**config.mk**
```make
export PLATFORM = sky130hd
export DESIGN_NAME = serial_subtractor
export DESIGN_NICKNAME = d
export VERILOG_FILES = /design/src/rtl/serial_subtractor.sv
export SDC_FILE = /design/constraint.sdc
export NUM_CORES = 1
export LEC_CHECK = 0
export CAP_MARGIN = 30
export CORE_MARGIN = 1
export CORE_UTILIZATION = 52
export CTS_CLUSTER_SIZE = 25
export DETAILED_ROUTE_END_ITERATION = 16
export PLACE_DENSITY = 0.79
export SLEW_MARGIN = 20
export SYNTH_ARGS = -nofsm -noshare
export SYNTH_HDL_FRONTEND = slang
export SYNTH_SLANG_ARGS = --single-unit
```
**constraint.sdc**
```tcl
create_clock -name clk -period 2 [get_ports clk]
set_input_delay 0.4 -clock clk [delete_from_list [all_inputs] [get_ports clk]]
set_output_delay 0.4 -clock clk [all_outputs]
set_load 0.05 [all_outputs]
```
**src/rtl/serial_subtractor.sv**
```systemverilog
// Bit-serial LSB-first N-bit subtractor (diff = a - b), one bit cell + registered borrow; optional ovf via SERIAL_SUBTRACTOR_OVF_EN.
// Latency: done pulses the cycle after the Nth edge following the accepting edge; busy is high for exactly N clocks.
// Backpressure: start is only sampled while idle; requests during busy are dropped, a back-to-back start on the done cycle is taken.
module serial_subtractor #(
  parameter int N = 8
) (
  input  logic         clk,
  input  logic         rst_n,
  input  logic         start,
  input  logic [N-1:0] a,
  input  logic [N-1:0] b,
  output logic         busy,
  output logic         done,
  output logic [N-1:0] diff,
  output logic         borrow_out
`ifdef SERIAL_SUBTRACTOR_OVF_EN
  ,
  output logic         ovf
`endif
);

  localparam int CW = $clog2(N + 1);
  localparam logic [CW-1:0] LAST = CW'(N - 1);

  typedef enum logic {IDLE = 1'b0, RUN = 1'b1} state_t;

  state_t        state, state_nxt;
  logic [N-1:0]  sa, sb, sr;
  logic          br;
  logic [CW-1:0] cnt;

  logic          bit_x, bit_y, bit_d, br_nxt, last, accept;

  always_ff @(posedge clk or negedge rst_n) begin
    if (!rst_n) state <= IDLE;
    else        state <= state_nxt;
  end

  always_comb begin
    state_nxt = state;
    case (state)
      IDLE:    if (start) state_nxt = RUN;
      RUN:     if (cnt == LAST) state_nxt = IDLE;
      default: state_nxt = IDLE;
    endcase
  end

  // Bit cell: difference and borrow for the current LSB pair.
  always_comb begin
    busy   = (state == RUN);
    accept = (state == IDLE) && start;
    last   = (state == RUN) && (cnt == LAST);
    bit_x  = sa[0];
    bit_y  = sb[0];
    bit_d  = bit_x ^ bit_y ^ br;
    br_nxt = (~bit_x & bit_y) | (~(bit_x ^ bit_y) & br);
  end

  always_ff @(posedge clk or negedge rst_n) begin
    if (!rst_n) begin
      sa         <= '0;
      sb         <= '0;
      sr         <= '0;
      br         <= 1'b0;
      cnt        <= '0;
      done       <= 1'b0;
      diff       <= '0;
      borrow_out <= 1'b0;
    end else begin
      done <= 1'b0;
      if (accept) begin
        sa  <= a;
        sb  <= b;
        br  <= 1'b0;
        cnt <= '0;
      end else if (state == RUN) begin
        sa  <= {1'b0, sa[N-1:1]};
        sb  <= {1'b0, sb[N-1:1]};
        sr  <= {bit_d, sr[N-1:1]};
        br  <= br_nxt;
        cnt <= cnt + 1'b1;
        if (last) begin
          diff       <= {bit_d, sr[N-1:1]};
          borrow_out <= br_nxt;
          done       <= 1'b1;
        end
      end
    end
  end

`ifdef SERIAL_SUBTRACTOR_OVF_EN
  // Operand MSBs are kept separately since sa/sb are shifted away by completion.
  logic a_msb, b_msb;

  always_ff @(posedge clk or negedge rst_n) begin
    if (!rst_n) begin
      a_msb <= 1'b0;
      b_msb <= 1'b0;
      ovf   <= 1'b0;
    end else begin
      if (accept) begin
        a_msb <= a[N-1];
        b_msb <= b[N-1];
      end
      if (last) ovf <= (a_msb != b_msb) && (bit_d != a_msb);
    end
  end
`endif

endmodule

```
### Word-level counts from Yosys, hierarchy flattened

Index checks and enable logic that the tools add are counted.

| operators by class | value |
|---|---|
| $add $sub $neg | 1 |
| equality and inequality tests | 1 |
| multiplexer cells | 14 |
| bitwise gates (word level) | 9 |
| reduce and logical (&&, ||, !) cells | 5 |

Operators with widths:

| cell | number |
|---|---|
| 8-bit 2-to-1 mux | 4 |
| 4-bit 2-to-1 mux | 2 |
| 1-bit 2-to-1 mux | 7 |
| 4-bit by 1-bit adder with 4-bit output, second input constant | 1 |
| 4-bit by 3-bit == test with 1-bit output, second input constant | 1 |
| 1-bit NOT | 4 |
| 3-bit AND reduction | 1 |
| 1-bit bitwise AND | 2 |
| 1-bit logical AND | 2 |
| 1-bit one-hot mux with 2 select lines | 1 |
| 2-bit AND reduction | 1 |
| 2-bit nonzero test | 1 |
| 1-bit XOR | 2 |
| 1-bit bitwise OR | 1 |

| word-level totals | value |
|---|---|
| register bits | 40 |
| input port bits | 19 |
| output and inout port bits | 11 |

### Longest topological paths before layout

| logic depth | value |
|---|---|
| depth in word-level cells | 6 |
| mapped depth | 5 |
| depth with buffers taken out | 4 |

### Worst setup path after synthesis

OpenSTA, ideal clock, no wires.

| path | value |
|---|---|
| kind | flip-flop to flip-flop |
| from | register state, in the netlist busy |
| to | register diff[0] |
| data arrival time | 1400 ps |
| setup slack | 475 ps |
| stages on the path, launching flop included | 5 |
| period minus slack after synthesis | 1525 ps |
| path through | dfrtp_1 buf_4 nand4b_4 buf_6 mux2_4 |

| on the way | value |
|---|---|
| word-level cells in the longest chain between the ends | 4 |
| elaborated cells on any way between the ends | 5 |
| those cells by class | 2 x bitwise; 3 x reduce/logical |

RTL lines:

| element | line | source |
|---|---|---|
| from (decl) | 27 | `state_t state, state_nxt;` |
| from (signal assigned) | 36 | `else state <= state_nxt;` |
| 1-bit NOT | - |  |
| 1-bit logical AND | 51 | `accept = (state == IDLE) && start;` |
| 1-bit NOT (no source line) | - |  |
| 3-bit AND reduction (no source line) * | - |  |
| to (signal assigned) | 83 | `diff <= {bit_d, sr[N-1:1]};` |
| to (decl) | 14 | `output logic [N-1:0] diff,` |

Every way passes the cells marked *; elsewhere a longest branch is shown, timed or not.
A chain may end at the register's enable or synchronous reset.

### Worst setup path after layout

| path | value |
|---|---|
| from | register diff[7] |
| to | output port diff[7] |

No word-level cell between the ends.

==> results.toml <==
[critical_path]
path_delay_family = "buffers and inverters"
path_class = "flip-flop to primary output"
critPathArrivalTime_ns = 1.51
cp-start-kind = "flip-flop"
crit_slowest_cell = "clkdlybuf4s50_1"
path_max_fanout = 2
crit_chain = "clkdlybuf4s50_1"
required_ns = 1.60
slowest_delay_ns = 0.80
path_buf_inv = 1
cp-end-kind = "primary output"

[yosys]
synth.area.top_cells = "dfrtp_1 58%, mux2i_1 10%, mux2_4 6.3%"
synth-async-reset-ratio_pct = 100
synth_top_cell_area_share_pct = 58.1
synth_edf_count = 0
synth.largest_area_cell = "dfrtp_1"
synth-seq-area-share_pct = 58.1
synth_ff_type = "dfrtp_1"
syn_inst = 128
synth_cell_types = 22
postSynthAreaPerCell_um2 = 13.1
ys_warn_count = 0
synth_area_um2 = 1680
syn_nets = 149
synth-seq-cells = 39
synth_common_cells = "39 x dfrtp_1, 17 x mux2i_1, 15 x nand2_1, 15 x o21ai_0, 8 x mux2_2"
synth_most_common_cell = "dfrtp_1"

[clock_tree]
clkLatencyLatePin_ns = 0.34
numCtsBuffers = 5
clock-sinks = 39
h-tree-depth = 2
cts_tree = "yes"
clkSlewWorstSetupHoldPaths_ns = 0.11
cts-root-buf = "clkbuf_4"
clockBufferDepth = 2

[global_routing]
grt.overflow.total = 0
top_usage_layer = "met2"
grtUsageMet1_pct = 19.5
grt_pass1_wl_um = 4620
gr-usage-met2_pct = 33.4
grt_start_max_net_pins = 40
grt_pass1_vias = 1093
grt_antenna_before_repair = 0
use_met3_pct = 7.25
gr-usage-all-layers_pct = 18.5

[placement]
placed_area_um2 = 2030
place_ws_ns = 0.423
gp_congestion = 0.674
hpwl_um = 1980
io_buffers = 29

[timing]
slew_violations = 0
max_slew_margin_pct = 66.6
max_freq_mhz = 524
setup_viol = 0
worst_slack_ns = 0.0926
tightestPinTransition_ns = 0.500
rsz0062_at_grt = "no"
finClkSkew_ns = 0.00711
period_minus_slack_ns = 1.91
fin_crit_sh_pct = 95.4
tns_ns = 0
hold_viol = 0

[floorplanning]
ios = 30
fp-row-count = 20
die_area_um2 = 3460
die_h_um = 58.8
die_width_um = 58.8
start_util_pct = 55.0
core_um2 = 3050

[routing]
vias_per_cell = 5.08
drt_iter0_drc = 12
dr_total_vias = 1046
avgRoutedWirePerCell_um = 13.1
wl_um = 2700
dr.pass1.iters = 4
drc = 0
ant_nets = 0

[power_and_ir_drop]
power.density_nw_per_um2 = 1540
p_leak_nw = 1.01
worst_ir_drop_vdd_mv = 0.783

[layout]
multi_input_area_um2 = 638
fin_nets = 182
diodes = 0
layout-drive-gt1-share_pct = 18.5
fin_area_um2 = 2080
seqCellArea_um2 = 976
area_growth_pct = 23.9
nFillCells = 242

[flow_run]
cap_violations = 0

[min_path]
min-delay-path-class = "input port to async pin"

[status]
status = "finished, final reports clean"
==> final cells by class <==
class                           count  area share [%]
Timing Repair Buffer               34            16.8
Clock inverter                      1           0.241
Inverter                            3           0.541
Multi-Input combinational cell     78            30.7
Clock buffer                        7            2.16
Sequential cell                    39            46.9
Tap cell                           44            2.65
==> per-stage QoR <==
stage / power [mW] / util, % / hold slack (ns) / instances
after floorplan: 2.41 / - / 0.104 / 128
after global placement: 2.78 / 66.4 / 0.458 / 198
after detailed placement: 2.87 / 66.4 / 0.472 / 198
after CTS: 3.25 / 68.0 / 0.0980 / 206
after global routing: 3.43 / 68.2 / 0.103 / 206
final: 3.21 / 68.2 / 0.0889 / 206
==> metal layers <==
metal  up-vias  wire, µm
met3         6       122
met4         0        34
met5         -         0
met2        25      1440
met1       511      1100
li1        504         -
==> what timing repair did <==
item	in CTS	in global routing
setup endpoints to repair	0	2
hold buffers	0	0
resized for setup	0	2
setup buffers	0	0
==> layout by cell type, fill, tap and decap left out, types with 2 or more instances in the layout <==
master / synthesis / routed
o21ai_0: 15 / 15
mux2_2: 8 / 8
nor2_1: 4 / 4
a22o_1: 2 / 2
inv_1: 3 / 3
nand2_1: 15 / 15
mux2_4: 7 / 7
clkdlybuf4s50_1: 0 / 25
mux2i_1: 17 / 17
dfrtp_1: 39 / 39
buf_12: 0 / 2
dlymetal6s2s_1: 0 / 2
clkbuf_4: 0 / 5
buf_4: 2 / 4
nand2b_1: 2 / 2
clkbuf_1: 3 / 2
==> sequential cells by signal (all words and copies together) (netlist names) <==
name / cells
done: 1
sa: 8
sb: 8
busy: 1
diff: 8
borrow_out: 1
sr: 7
cnt: 4
br: 1
==> kinds of logic after synthesis <==
kind of cell / after synthesis / share of synthesized area (%)
AOI/OAI and AO/OA: 19 / 6.56
xor gates and xnor gates: 2 / 1.04
adders and majority gates: 2 / 1.94
buffers and inverters: 11 / 3.87
DFF: 39 / 58.1
muxes: 32 / 21.8
and+or+nand+nor: 23 / 6.71
==> where the power goes <==
| group | total [mW] | leakage [nW] | internal (mW) | switching [mW] |
|---|---|---|---|---|
| logic | 1.48 | 0.483 | 0.704 | 0.776 |
| registers | 1.35 | 0.494 | 1.12 | 0.230 |
| clock network | 0.380 | 0.0293 | 0.137 | 0.243 |
| total | 3.21 | 1.01 | 1.96 | 1.25 |
==> path summary, 6_finish.rpt <==
kind,slack [ns],cells past startpoint,startpoint,to
min reg2reg,0.50,2,sa[5],sa[4]
min,0.09,2,rst_n,diff[7]
max,0.09,1,diff[7],diff[7]
max in group asynchronous,1.56,2,rst_n,sa[4]
max reg2reg,0.60,3,cnt[0],diff[7]
min in group clk,0.50,2,sa[5],sa[4]
Power figures use the tool's default switching activity.
